===== src/rtl/mem_wb_commit_pkg.sv =====
// Shared encodings for the MEM/WB commit stage: load opcodes and stall bit indices.
package mem_wb_commit_pkg;

  typedef enum logic [2:0] {
    LOAD_NONE = 3'd0,
    LOAD_LB   = 3'd1,
    LOAD_LBU  = 3'd2,
    LOAD_LH   = 3'd3,
    LOAD_LHU  = 3'd4,
    LOAD_LW   = 3'd5
  } load_op_e;

  localparam int STALL_MEM = 4;
  localparam int STALL_WB  = 5;

endpackage


===== src/rtl/mem_wb_commit_load_align.sv =====
// Big-endian load lane extraction with sign/zero extension and misalignment detect.
module load_align
  import mem_wb_commit_pkg::*;
#(
  parameter int DATA_W = 32
) (
  input  logic [2:0]        i_load_op,
  input  logic [1:0]        i_addr_lo,
  input  logic [DATA_W-1:0] i_raw,
  output logic [DATA_W-1:0] o_data,
  output logic              o_misalign
);

  logic [7:0]  w_byte;
  logic [15:0] w_half;

  always_comb begin
    w_byte = 8'h00;
    case (i_addr_lo)
      2'd0:    w_byte = i_raw[31:24];
      2'd1:    w_byte = i_raw[23:16];
      2'd2:    w_byte = i_raw[15:8];
      default: w_byte = i_raw[7:0];
    endcase
    // Odd halfword offsets still pick a lane so the debug value is stable.
    w_half = i_addr_lo[1] ? i_raw[15:0] : i_raw[31:16];
  end

  always_comb begin
    o_data     = i_raw;
    o_misalign = 1'b0;
    case (i_load_op)
      LOAD_LB:  o_data = {{(DATA_W-8){w_byte[7]}}, w_byte};
      LOAD_LBU: o_data = {{(DATA_W-8){1'b0}}, w_byte};
      LOAD_LH: begin
        o_data     = {{(DATA_W-16){w_half[15]}}, w_half};
        o_misalign = i_addr_lo[0];
      end
      LOAD_LHU: begin
        o_data     = {{(DATA_W-16){1'b0}}, w_half};
        o_misalign = i_addr_lo[0];
      end
      LOAD_LW:  o_misalign = (i_addr_lo != 2'd0);
      default:  o_data = i_raw;
    endcase
  end

endmodule


===== src/rtl/mem_wb_commit.sv =====
// MEM->WB pipeline register: load alignment, write suppression, HI/LO port,
// retired-write counter and misaligned-load pulse.
module mem_wb_commit
  import mem_wb_commit_pkg::*;
#(
  parameter int DATA_W = 32,
  parameter int ADDR_W = 5,
  parameter int CNT_W  = 32
) (
  input  logic              clk,
  input  logic              rst,
  input  logic [5:0]        stall,
  input  logic              flush,
  input  logic [ADDR_W-1:0] mem_wd,
  input  logic              mem_wreg,
  input  logic [DATA_W-1:0] mem_wdata,
  input  logic [2:0]        mem_load_op,
  input  logic [1:0]        mem_addr_lo,
  input  logic              mem_whilo,
  input  logic [DATA_W-1:0] mem_hi,
  input  logic [DATA_W-1:0] mem_lo,
  output logic              wb_wreg,
  output logic [ADDR_W-1:0] wb_wd,
  output logic [DATA_W-1:0] wb_wdata,
  output logic              wb_whilo,
  output logic [DATA_W-1:0] wb_hi,
  output logic [DATA_W-1:0] wb_lo,
  output logic              misalign_err,
  output logic [CNT_W-1:0]  retired_cnt
);

  logic [DATA_W-1:0] w_aligned;
  logic              w_misalign;
  logic              w_bubble;
  logic              w_hold;
  logic              w_commit;

  logic              r_wreg;
  logic [ADDR_W-1:0] r_wd;
  logic [DATA_W-1:0] r_wdata;
  logic              r_whilo;
  logic [DATA_W-1:0] r_hi;
  logic [DATA_W-1:0] r_lo;
  logic              r_mis;
  logic [CNT_W-1:0]  r_cnt;

  load_align #(.DATA_W(DATA_W)) u_align (
    .i_load_op  (mem_load_op),
    .i_addr_lo  (mem_addr_lo),
    .i_raw      (mem_wdata),
    .o_data     (w_aligned),
    .o_misalign (w_misalign)
  );

  // MEM stalled with WB free (and any flush) drains a bubble into WB.
  assign w_bubble = flush || (stall[STALL_MEM] && !stall[STALL_WB]);
  assign w_hold   = stall[STALL_MEM] && stall[STALL_WB];
  assign w_commit = mem_wreg && (mem_wd != '0) && !w_misalign;

  always_ff @(posedge clk or negedge rst) begin
    if (!rst) begin
      r_wreg  <= 1'b0;
      r_wd    <= '0;
      r_wdata <= '0;
      r_whilo <= 1'b0;
      r_hi    <= '0;
      r_lo    <= '0;
      r_mis   <= 1'b0;
      r_cnt   <= '0;
    end else if (w_bubble) begin
      r_wreg  <= 1'b0;
      r_wd    <= '0;
      r_wdata <= '0;
      r_whilo <= 1'b0;
      r_hi    <= '0;
      r_lo    <= '0;
      r_mis   <= 1'b0;
    end else if (w_hold) begin
      r_mis   <= 1'b0;
    end else begin
      r_wreg  <= w_commit;
      r_wd    <= mem_wd;
      r_wdata <= w_aligned;
      r_whilo <= mem_whilo;
      r_hi    <= mem_hi;
      r_lo    <= mem_lo;
      r_mis   <= w_misalign;
      r_cnt   <= r_cnt + CNT_W'(w_commit);
    end
  end

  assign wb_wreg      = r_wreg;
  assign wb_wd        = r_wd;
  assign wb_wdata     = r_wdata;
  assign wb_whilo     = r_whilo;
  assign wb_hi        = r_hi;
  assign wb_lo        = r_lo;
  assign misalign_err = r_mis;
  assign retired_cnt  = r_cnt;

endmodule


===== config.mk =====
export PLATFORM = sky130hd
export DESIGN_NAME = mem_wb_commit
export DESIGN_NICKNAME = d
export VERILOG_FILES = /design/src/rtl/mem_wb_commit_pkg.sv /design/src/rtl/mem_wb_commit_load_align.sv /design/src/rtl/mem_wb_commit.sv
export SDC_FILE = /design/constraint.sdc
export NUM_CORES = 1
export LEC_CHECK = 0
export BUFFER_PORTS_ARGS = -buffer_cell sky130_fd_sc_hd__buf_2
export CORE_ASPECT_RATIO = 1.75
export CORE_MARGIN = 4
export CORE_UTILIZATION = 41
export CTS_CLUSTER_DIAMETER = 150
export DETAILED_ROUTE_END_ITERATION = 16
export MAX_ROUTING_LAYER = met4
export PLACE_DENSITY_LB_ADDON = 0.08
export SYNTH_ARGS = -nofsm -noshare
export SYNTH_HDL_FRONTEND = slang
export SYNTH_SLANG_ARGS = --single-unit

===== constraint.sdc =====
create_clock -name clk -period 4.8 [get_ports clk]
set_input_delay 0.96 -clock clk [delete_from_list [all_inputs] [get_ports clk]]
set_output_delay 0.96 -clock clk [all_outputs]
set_load 0.02 [all_outputs]

### After elaboration in Yosys (flattened, before gate mapping)

Index checks and enable logic that the tools add are counted.

| storage, ports and cells | value |
|---|---|
| register bits | 136 |
| input bits | 117 |
| output and inout bits | 136 |
| word-level logic and storage cells | 49 |

| operators by class | value |
|---|---|
| $add $sub $neg | 1 |
| equality and inequality tests | 8 |
| mux-type cells | 18 |
| bitwise operators | 2 |
| reductions and logical operators | 12 |

Operators by type and width:

| operator | number |
|---|---|
| $mux 32 | 6 |
| $pmux 32 s4 | 1 |
| $add 32x1->32 | 1 |
| $pmux 8 s3 | 1 |
| $mux 16 | 1 |
| $mux 5 | 2 |
| $eq 3x2->1 const B | 2 |
| $eq 3x3->1 const B | 2 |
| $mux 1 | 6 |
| $reduce_bool 5->1 | 1 |
| $logic_and 1x1->1 | 4 |
| $eq 3x1->1 const B | 1 |
| $eq 2x1->1 const B | 1 |
| $eq 2x2->1 const B | 1 |
| $logic_not 1->1 | 2 |
| $logic_not 2->1 | 1 |
| $ne 2x2->1 const B | 1 |
| $not 1->1 | 2 |
| $pmux 1 s2 | 1 |
| $reduce_and 2->1 | 1 |
| $reduce_bool 2->1 | 1 |
| $reduce_or 2->1 | 1 |
| $logic_or 1x1->1 | 1 |

### Depth between registers and ports, before layout

Gate-level depths: netlist (run 1).

| depth | value |
|---|---|
| depth in word-level cells | 7 |
| depth in mapped cells | 11 |
| mapped depth without buffers | 9 |

### Hierarchy

From an unflattened synthesis (run 1), not the netlist that was laid out.

| unflattened totals | value |
|---|---|
| cell total of the unflattened synthesis | 500 |
| area, all modules | 6152.2 um^2 |

By module, submodules not included:

| module | times used | cells each | area an instance (um^2) | seq. area each (um^2) |
|---|---|---|---|---|
| mem_wb_commit | 1 | 362 | 5073.6 | 3403.3 |
| load_align | 1 | 138 | 1078.5 | 0.0 |

### Least setup slack after synthesis (run 1)

Ideal clock, no wire load.

| timing | value |
|---|---|
| path type | input port to flip-flop |
| from | input mem_load_op[0] |
| to | register r_cnt[28] (netlist: retired_cnt[28]) |
| library setup time | 130 ps |
| arrival time | 3280 ps |
| required time | 4670 ps |
| path slack | 1390 ps |
| cell stages on the path | 11 |
| path buffers | 2 |
| cells stage by stage | buf_2 > and3b_1 > o21a_1 > a311oi_1 > ha_1 > ha_1 > or3b_1 > buf_2 > nor4_4 > nand4_1 > xnor2_1 |

| between the ends | value |
|---|---|
| word-level cells in the longest chain between the ends | 6 |
| elaborated cells on any way between the ends | 8 |
| classes of those cells | 1 x add/sub; 3 x eq/ne; 1 x mux; 3 x reduce/logical |

RTL lines:

| item | RTL line | source |
|---|---|---|
| start: declaration | mem_wb_commit.sv:17 | `input logic [2:0] mem_load_op,` |
| $eq 3x2->1 / $eq 3x3->1 (equally long branches) | mem_wb_commit_load_align.sv:32 | `case (i_load_op)` |
| $reduce_or 2->1 (no source line) | -- |  |
| $pmux 1 s2 (*) | mem_wb_commit_load_align.sv:32 |  |
| $logic_not 1->1 (*) | mem_wb_commit.sv:58 | `assign w_commit = mem_wreg && (mem_wd != '0) && !w_misalign;` |
| $logic_and 1x1->1 (*) | mem_wb_commit.sv:58 |  |
| $add 32x1->32 (*) | mem_wb_commit.sv:88 | `r_cnt <= r_cnt + CNT_W'(w_commit);` |
| end signal: assignment | mem_wb_commit.sv:88 |  |
| end: declaration | mem_wb_commit.sv:45 | `logic [CNT_W-1:0] r_cnt;` |

Every way passes the cells marked *; elsewhere a longest branch is shown, timed or not.
A chain may end at the register's enable or synchronous reset.

### Worst setup path in the final report (run 1)

| timing | value |
|---|---|
| from | input mem_load_op[2] |
| to | register r_cnt[26] (netlist: retired_cnt[26]) |

Same word-level chain as after synthesis.

==> results.md, run 1 <==
* TNS Setup at 0 ns
* Slew HR at 0.342
* Peak Freq at 278 MHz
* Clock Skew at 0.00577 ns
* CP arrival at 3.88 ns
* Vias in the first global route at 5319
* Antenna violations before repair at 1
* Post-synth top cells: 136 x dfrtp_1, 78 x a22o_1, 42 x nand2_1
* Vias at 5163
* Kind of critical path: in2reg
* Required time worst endpoint at 5.09 ns
* Share of post-route cells with drive strength above 1 at 0.401
* Chip Width at 99.9 um
* Post-place setup slack at 0.769 ns
* Die area at 16900 um^2
* Clk slew on worst S/H paths at 0.06 ns
* Synth top area share at 0.562
* GRT Total Usage at 0.222
* Cell taking the most area after synthesis: dfrtp_1
* Ports at 253
* Final setup viols at 0
* Post-route DRC violation count at 0
* Status: completed
* Worst-Skew Late Latency at 0.41 ns
* Fillers at 1316
* Gr ovfl total at 0
* Top_reg_cell synth: dfrtp_1
* Max Buffers Root-to-Sink at 2
* Sink Count at 136
* Synth top area cells: dfrtp_1 56%, a22o_1 11%, xnor2_1 4.1%
* Final Cycle Share at 0.748
* EDFF count, synth at 0
* DIE HEIGHT at 169 um
* Syn Inst Count at 520
* Mean post-synth cell area at 11.6 um^2
* Root Buffer: clkbuf_16
* Area growth syn-to-layout at 33.0%
* Seq/Total Area, Yosys at 0.562
* Final setup margin at 1.21 ns
* Synth Warn # at 0
* Power Density at 376 nW/um^2
* Flops & latches, synth at 136
* Cell Rows at 58
* Starting density of the core at 0.419
* Iter 0 DRT Violations at 185
* Final ANT Viol Nets at 0
* H-tree depth at 4
* Area of the multi-input gates at 2490 um^2
* Asr flop ratio synth at 1.00
* CP max FO at 26
* Max-cap viol count at 0
* Most frequent cell after synthesis: dfrtp_1
* Peak supply drop at 0.179 mV
* Post-DP HPWL at 13200 um
* Final WL at 18100 um
* Routed vias/inst at 5.43
* Leakage at 4.24 nW
* Final #Nets at 877
* CP Launch Type: primary input
* Post-CTS setup buffers at 0
* Hold crit path type: reg2reg
* Max Slew Vio Count at 0
* Reg area at 3400 um^2
* Hold Buf Count CTS at 0
* CTS Buf Count at 17
* First-pass GRT wire length at 28500 um
* Minimum clock period at 3.59 ns
* Syn_nets at 640
* RSZ-0062 raised after global routing: false
* Largest net degree at the start of global routing at 66
* Synth cell types at 49
* Post-CTS Resized at 0
* CTS tree: yes
* CP Capture Type: flop
* Port buffer count at 248
* Core Area at 14400 um^2
* Final Hold Viols at 0
* Gpl congestion at 0.841
* Least-Margin Pin Slew at 0.985 ns
* Synthesized cell area at 6050 um^2
* Mean routed wirelength per cell at 19.0 um
* Drt first pass iters at 4
==> metrics by stage <==
stage | hold WS (ns) | utilization | power (mW) | instances | area [um^2]
6_report | 0.469 | 0.557 | 3.02 | 951 | 8050
5_1_grt | 0.489 | 0.557 | 3.15 | 951 | 8050
4_1_cts | 0.475 | 0.557 | 3.06 | 950 | 8050
3_5_place_dp | 0.463 | 0.514 | 1.68 | 918 | 7430
3_3_place_gp | 0.460 | 0.514 | 1.67 | 918 | 7430
2_1_floorplan | 0.582 | - | 1.49 | 520 | 6050
==> layout by cell type, fill, tap and decap left out, types with 2 or more instances in the layout <==
| cell type | n |
|---|---|
| inv_6 | 4 |
| buf_4 | 5 |
| a22o_1 | 78 |
| nor2_1 | 20 |
| clkbuf_16 | 17 |
| o21ai_2 | 9 |
| o21ai_1 | 5 |
| nand4_1 | 15 |
| o21ai_0 | 28 |
| and3_1 | 3 |
| and2_1 | 3 |
| dfrtp_1 | 136 |
| xnor2_1 | 28 |
| nor4_2 | 2 |
| o211a_1 | 8 |
| and4_1 | 2 |
| nor3_1 | 5 |
| bufinv_16 | 3 |
| nand3_1 | 14 |
| clkinv_2 | 2 |
| nor2_4 | 2 |
| o31ai_1 | 3 |
| inv_1 | 2 |
| nor4_4 | 2 |
| inv_8 | 2 |
| o22ai_1 | 8 |
| or3_1 | 7 |
| ha_1 | 3 |
| xor2_1 | 4 |
| mux2i_1 | 22 |
| nand2b_1 | 5 |
| o21a_1 | 2 |
| clkinv_4 | 4 |
| nand2_1 | 42 |
| a21oi_1 | 8 |
| buf_2 | 247 |
| nor2_2 | 2 |
==> power by group <==
group	total (mW)	switching (mW)	internal [mW]
clock network	1.37	0.534	0.832
logic	0.408	0.256	0.152
registers	1.25	0.0451	1.21
==> area by class of cell <==
| cell class | count | share of cell area |
|---|---|---|
| Timing Repair Buffer | 254 | 0.162 |
| Clock inverter | 15 | 0.0239 |
| Inverter | 2 | 0.000933 |
| Antenna cell | 1 | 0.000311 |
| Tap cell | 180 | 0.0280 |
| Multi-Input combinational cell | 346 | 0.309 |
| Clock buffer | 17 | 0.0528 |
| Sequential cell | 136 | 0.423 |
==> worst paths after layout <==
check	from	endpoint	slack (ns)	cells after the start
worst min register to register	retired_cnt[31]$_DFFE_PN0P_	retired_cnt[31]$_DFFE_PN0P_	0.47	1
min in group asynchronous	rst	retired_cnt[19]$_DFFE_PN0P_	0.52	1
worst max register to register	retired_cnt[0]$_DFFE_PN0P_	retired_cnt[26]$_DFFE_PN0P_	2.73	6
max in group asynchronous	rst	retired_cnt[14]$_DFFE_PN0P_	3.32	2
worst max-delay path	mem_load_op[2]	retired_cnt[26]$_DFFE_PN0P_	1.21	10
worst min-delay path	retired_cnt[31]$_DFFE_PN0P_	retired_cnt[31]$_DFFE_PN0P_	0.47	1
==> logic make-up (layout without fill, tap and decap cells) <==
logic type | Yosys count | in the layout | share of synthesized area
DFF | 136 | 136 | 0.562
muxes | 24 | 24 | 0.0407
xor gates and xnor gates | 32 | 32 | 0.0463
buffers and inverters | 38 | 288 | 0.0293
and+or+nand+nor | 131 | 131 | 0.116
other | 0 | 1 | 0
AOI/OAI and AO/OA | 156 | 156 | 0.200
adders and majority gates | 3 | 3 | 0.00620
==> per-layer routing <==
layer	vias up	GRT usage	share of wire
met5	-	-	0
met4	0	0.0981	0.029
met3	35	0.0359	0.049
met2	169	0.382	0.54
met1	2559	0.252	0.38
li1	2400	-	-
==> worst max-delay path, cell delays in order <==
cell      delay, ns
buf_2          0.37
and3b_1        0.26
o21a_1         0.18
a311oi_1       0.46
ha_1           0.25
ha_1           0.13
or3b_1         0.50
nor4_4         0.43
nand4_1        0.16
xnor2_1        0.17
==> sequential cells by signal, summed over array words and instances, names as in the netlist <==
name and cells:
wb_hi 32, retired_cnt 32, wb_wd 5, wb_wdata 32, wb_lo 32, misalign_err 1
wb_wreg 1, wb_whilo 1
Note: power is estimated with default switching activity, not from simulation.
==> inputs of run 2 (changes only) <==
Clock period 4.8 ns to 2.9 ns, I/O delays scaled along.
==> run 2 against run 1 <==
  * Sequential power up 65%
  * Register-to-register slack worse by 1.8 ns
  * Die area unchanged
  * Highest routed layer unchanged
==> results.md, run 2 (synthesized netlist as in run 1, its figures left out) <==
* Largest net degree at the start of global routing at 104 (was 66)
* Post-place setup slack at -0.0983 ns (was 0.769 ns)
* Post-CTS Resized at 0 (unchanged)
* CP arrival at 2.84 ns (was 3.88 ns)
* Reg2reg setup slack at 0.94 ns (was 2.73 ns)
* Sw Pwr at 1.37 mW (was 0.835 mW)
* H-tree depth at 4 (unchanged)
* Sink Count at 136 (unchanged)
* Gr ovfl total at 0 (unchanged)
* Final ANT Viol Nets at 0 (unchanged)
* Sw Share at 0.272 (was 0.276)
* Post-route DRC violation count at 0 (unchanged)
* R2R depth at 6 (unchanged)
* Antenna violations before repair at 1 (unchanged)
* CP max-delay cell: or3b_1 (unchanged)
* Power Density at 614 nW/um^2 (was 376 nW/um^2)
* DIE HEIGHT at 169 um (unchanged)
* Peak Freq at 393 MHz
* Final Cycle Share at 0.878
* Logic pwr share at 0.137 (was 0.135)
* Worst path max stage delay at 0.50 ns (about the same)
* Share of post-route cells with drive strength above 1 at 0.415 (was 0.401)
* Clock Skew at 0.0107 ns (was 0.00577 ns)
* Bufs and invs on worst path at 1 (unchanged)
* First-pass GRT wire length at 28200 um (was 28500 um)
* Worst hold slack at 0.180 ns (was 0.469 ns)
* GRT Total Usage at 0.218 (was 0.222)
* Final setup viols at 0 (unchanged)
* Die area at 16900 um^2 (unchanged)
* Post-CTS setup buffers at 0 (unchanged)
* Cell Rows at 58 (unchanged)
* Final #Nets at 892 (was 877)
* Slew HR at 0.409 (was 0.342)
* Leakage at 4.32 nW (was 4.24 nW)
* Int Pwr at 3.66 mW (was 2.19 mW)
* Final WL at 17800 um (was 18100 um)
* Least-Margin Pin Slew at 0.880 ns (was 0.985 ns)
* Peak supply drop at 0.370 mV (was 0.179 mV)
* Sequential share of power at 0.411 (was 0.414)
* Area growth syn-to-layout at 35.2% (was 33.0%)
* CTS tree: yes (unchanged)
* Core Area at 14400 um^2 (unchanged)
* Clock power share at 0.452 (about the same)
* Minimum clock period at 2.55 ns
* Starting density of the core at 0.419 (unchanged)
* Final core occ at 0.567 (was 0.557)
* CP max FO at 5 (was 26)
* Chip Width at 99.9 um (unchanged)
* Clk slew on worst S/H paths at 0.06 ns (about the same)
* Required time worst endpoint at 3.19 ns (was 5.09 ns)
* Top delay family on crit path: simple AND/OR/NAND/NOR gates (unchanged)
* Max-cap viol count at 0 (unchanged)
* Iter 0 DRT Violations at 159 (was 185)
* Final setup margin at 0.353 ns (was 1.21 ns)
* Gpl congestion at 0.847 (was 0.841)
* Final instance area at 8190 um^2 (was 8050 um^2)
* Most common cell after layout, fill and taps aside: buf_2 (unchanged)
* Status: completed (unchanged)
* Cell Chain, Critical Path: buf_2 > and3b_1 > o21a_1 > a311oi_2 > ha_2 > ha_1 > or3b_1 > nor4_4 > nand4_1 > xnor2_1 (was buf_2 > and3b_1 > o21a_1 > a311oi_1 > ha_1 > ha_1 > or3b_1 > nor4_4 > nand4_1 > xnor2_1)
* Hold crit path type: in2async (was reg2reg)
* Max Slew Vio Count at 0 (unchanged)
* CP Launch Type: primary input (unchanged)
* Ports at 253 (unchanged)
* Worst-Skew Late Latency at 0.41 ns (about the same)
* Mean routed wirelength per cell at 18.5 um (was 19.0 um)
* Post-DP HPWL at 13100 um (was 13200 um)
* Vias at 5143 (was 5163)
* Kind of critical path: in2reg (unchanged)
* Vias in the first global route at 5338 (was 5319)
* Root Buffer: clkbuf_16 (unchanged)
* Most frequent cells in the layout: 247 x buf_2, 136 x dfrtp_1, 78 x a22o_1, 42 x nand2_1 (unchanged)
* Max Buffers Root-to-Sink at 2 (unchanged)
* Routed vias/inst at 5.32 (was 5.43)
* Crit path depth at 10 (unchanged)
* Hold Buf Count CTS at 0 (unchanged)
* Port buffer count at 248 (unchanged)
* Tot Pwr at 5.02 mW (was 3.02 mW)
* CTS Buf Count at 17 (unchanged)
* CP Capture Type: flop (unchanged)
* Final Hold Viols at 0 (unchanged)
* Cell Area, Placed at 7560 um^2 (was 7430 um^2)
* RSZ-0062 raised after global routing: false (unchanged)
* Drt first pass iters at 4 (unchanged)
==> run 2: through the flow <==
step | setup TNS [ns] | instances
2_1_floorplan | 0 | 520
3_3_place_gp | -0.487 | 933
3_5_place_dp | -0.722 | 933
4_1_cts | 0 | 965
5_1_grt | 0 | 966
6_report | 0 | 966
==> run 2: path summary, 6_finish.rpt <==
| kind | startpoint | endpoint |
|---|---|---|
| max in group asynchronous | rst | wb_lo[9]$_DFFE_PN0P_ |
| min in group clk | mem_lo[21] | wb_lo[21]$_DFFE_PN0P_ |
| max | mem_load_op[0] | retired_cnt[26]$_DFFE_PN0P_ |
| min | rst | retired_cnt[16]$_DFFE_PN0P_ |
| min reg2reg | retired_cnt[31]$_DFFE_PN0P_ | retired_cnt[31]$_DFFE_PN0P_ |
| max reg2reg | retired_cnt[0]$_DFFE_PN0P_ | retired_cnt[26]$_DFFE_PN0P_ |
==> run 2: area by class of cell <==
type                    count  area [um^2]
fillers                  1279         6260
flip-flops and latches    136         3400
multi-input cells         346         2510
repair buffers            269         1420
clock buffers              18          439
well taps                 180          225
clock inverters            14          184
inverters                   2         7.51
diodes                      1         2.50
==> run 2: layer usage <==
metal	track usage	share of wire
met1	0.251	0.39
met2	0.363	0.52
met3	0.0474	0.057
met4	0.0957	0.032
met5	-	0
==> run 2: worst register-to-register path, stage by stage, from the launching register on <==
cell and delay, ns:
dfrtp_1 0.39, ha_2 0.18, ha_1 0.12, or3b_1 0.50, nor4_4 0.30, nand4_1 0.17, xnor2_1 0.18
==> run 2: power groups by stage <==
stage | logic [mW] | registers (mW) | clock network, mW
floorplan | 0.252 | 2.22 | 0
global placement | 0.686 | 2.10 | 0
detailed placement | 0.698 | 2.10 | 0
CTS | 0.700 | 2.06 | 2.32
global route | 0.752 | 2.08 | 2.41
finish | 0.690 | 2.06 | 2.27
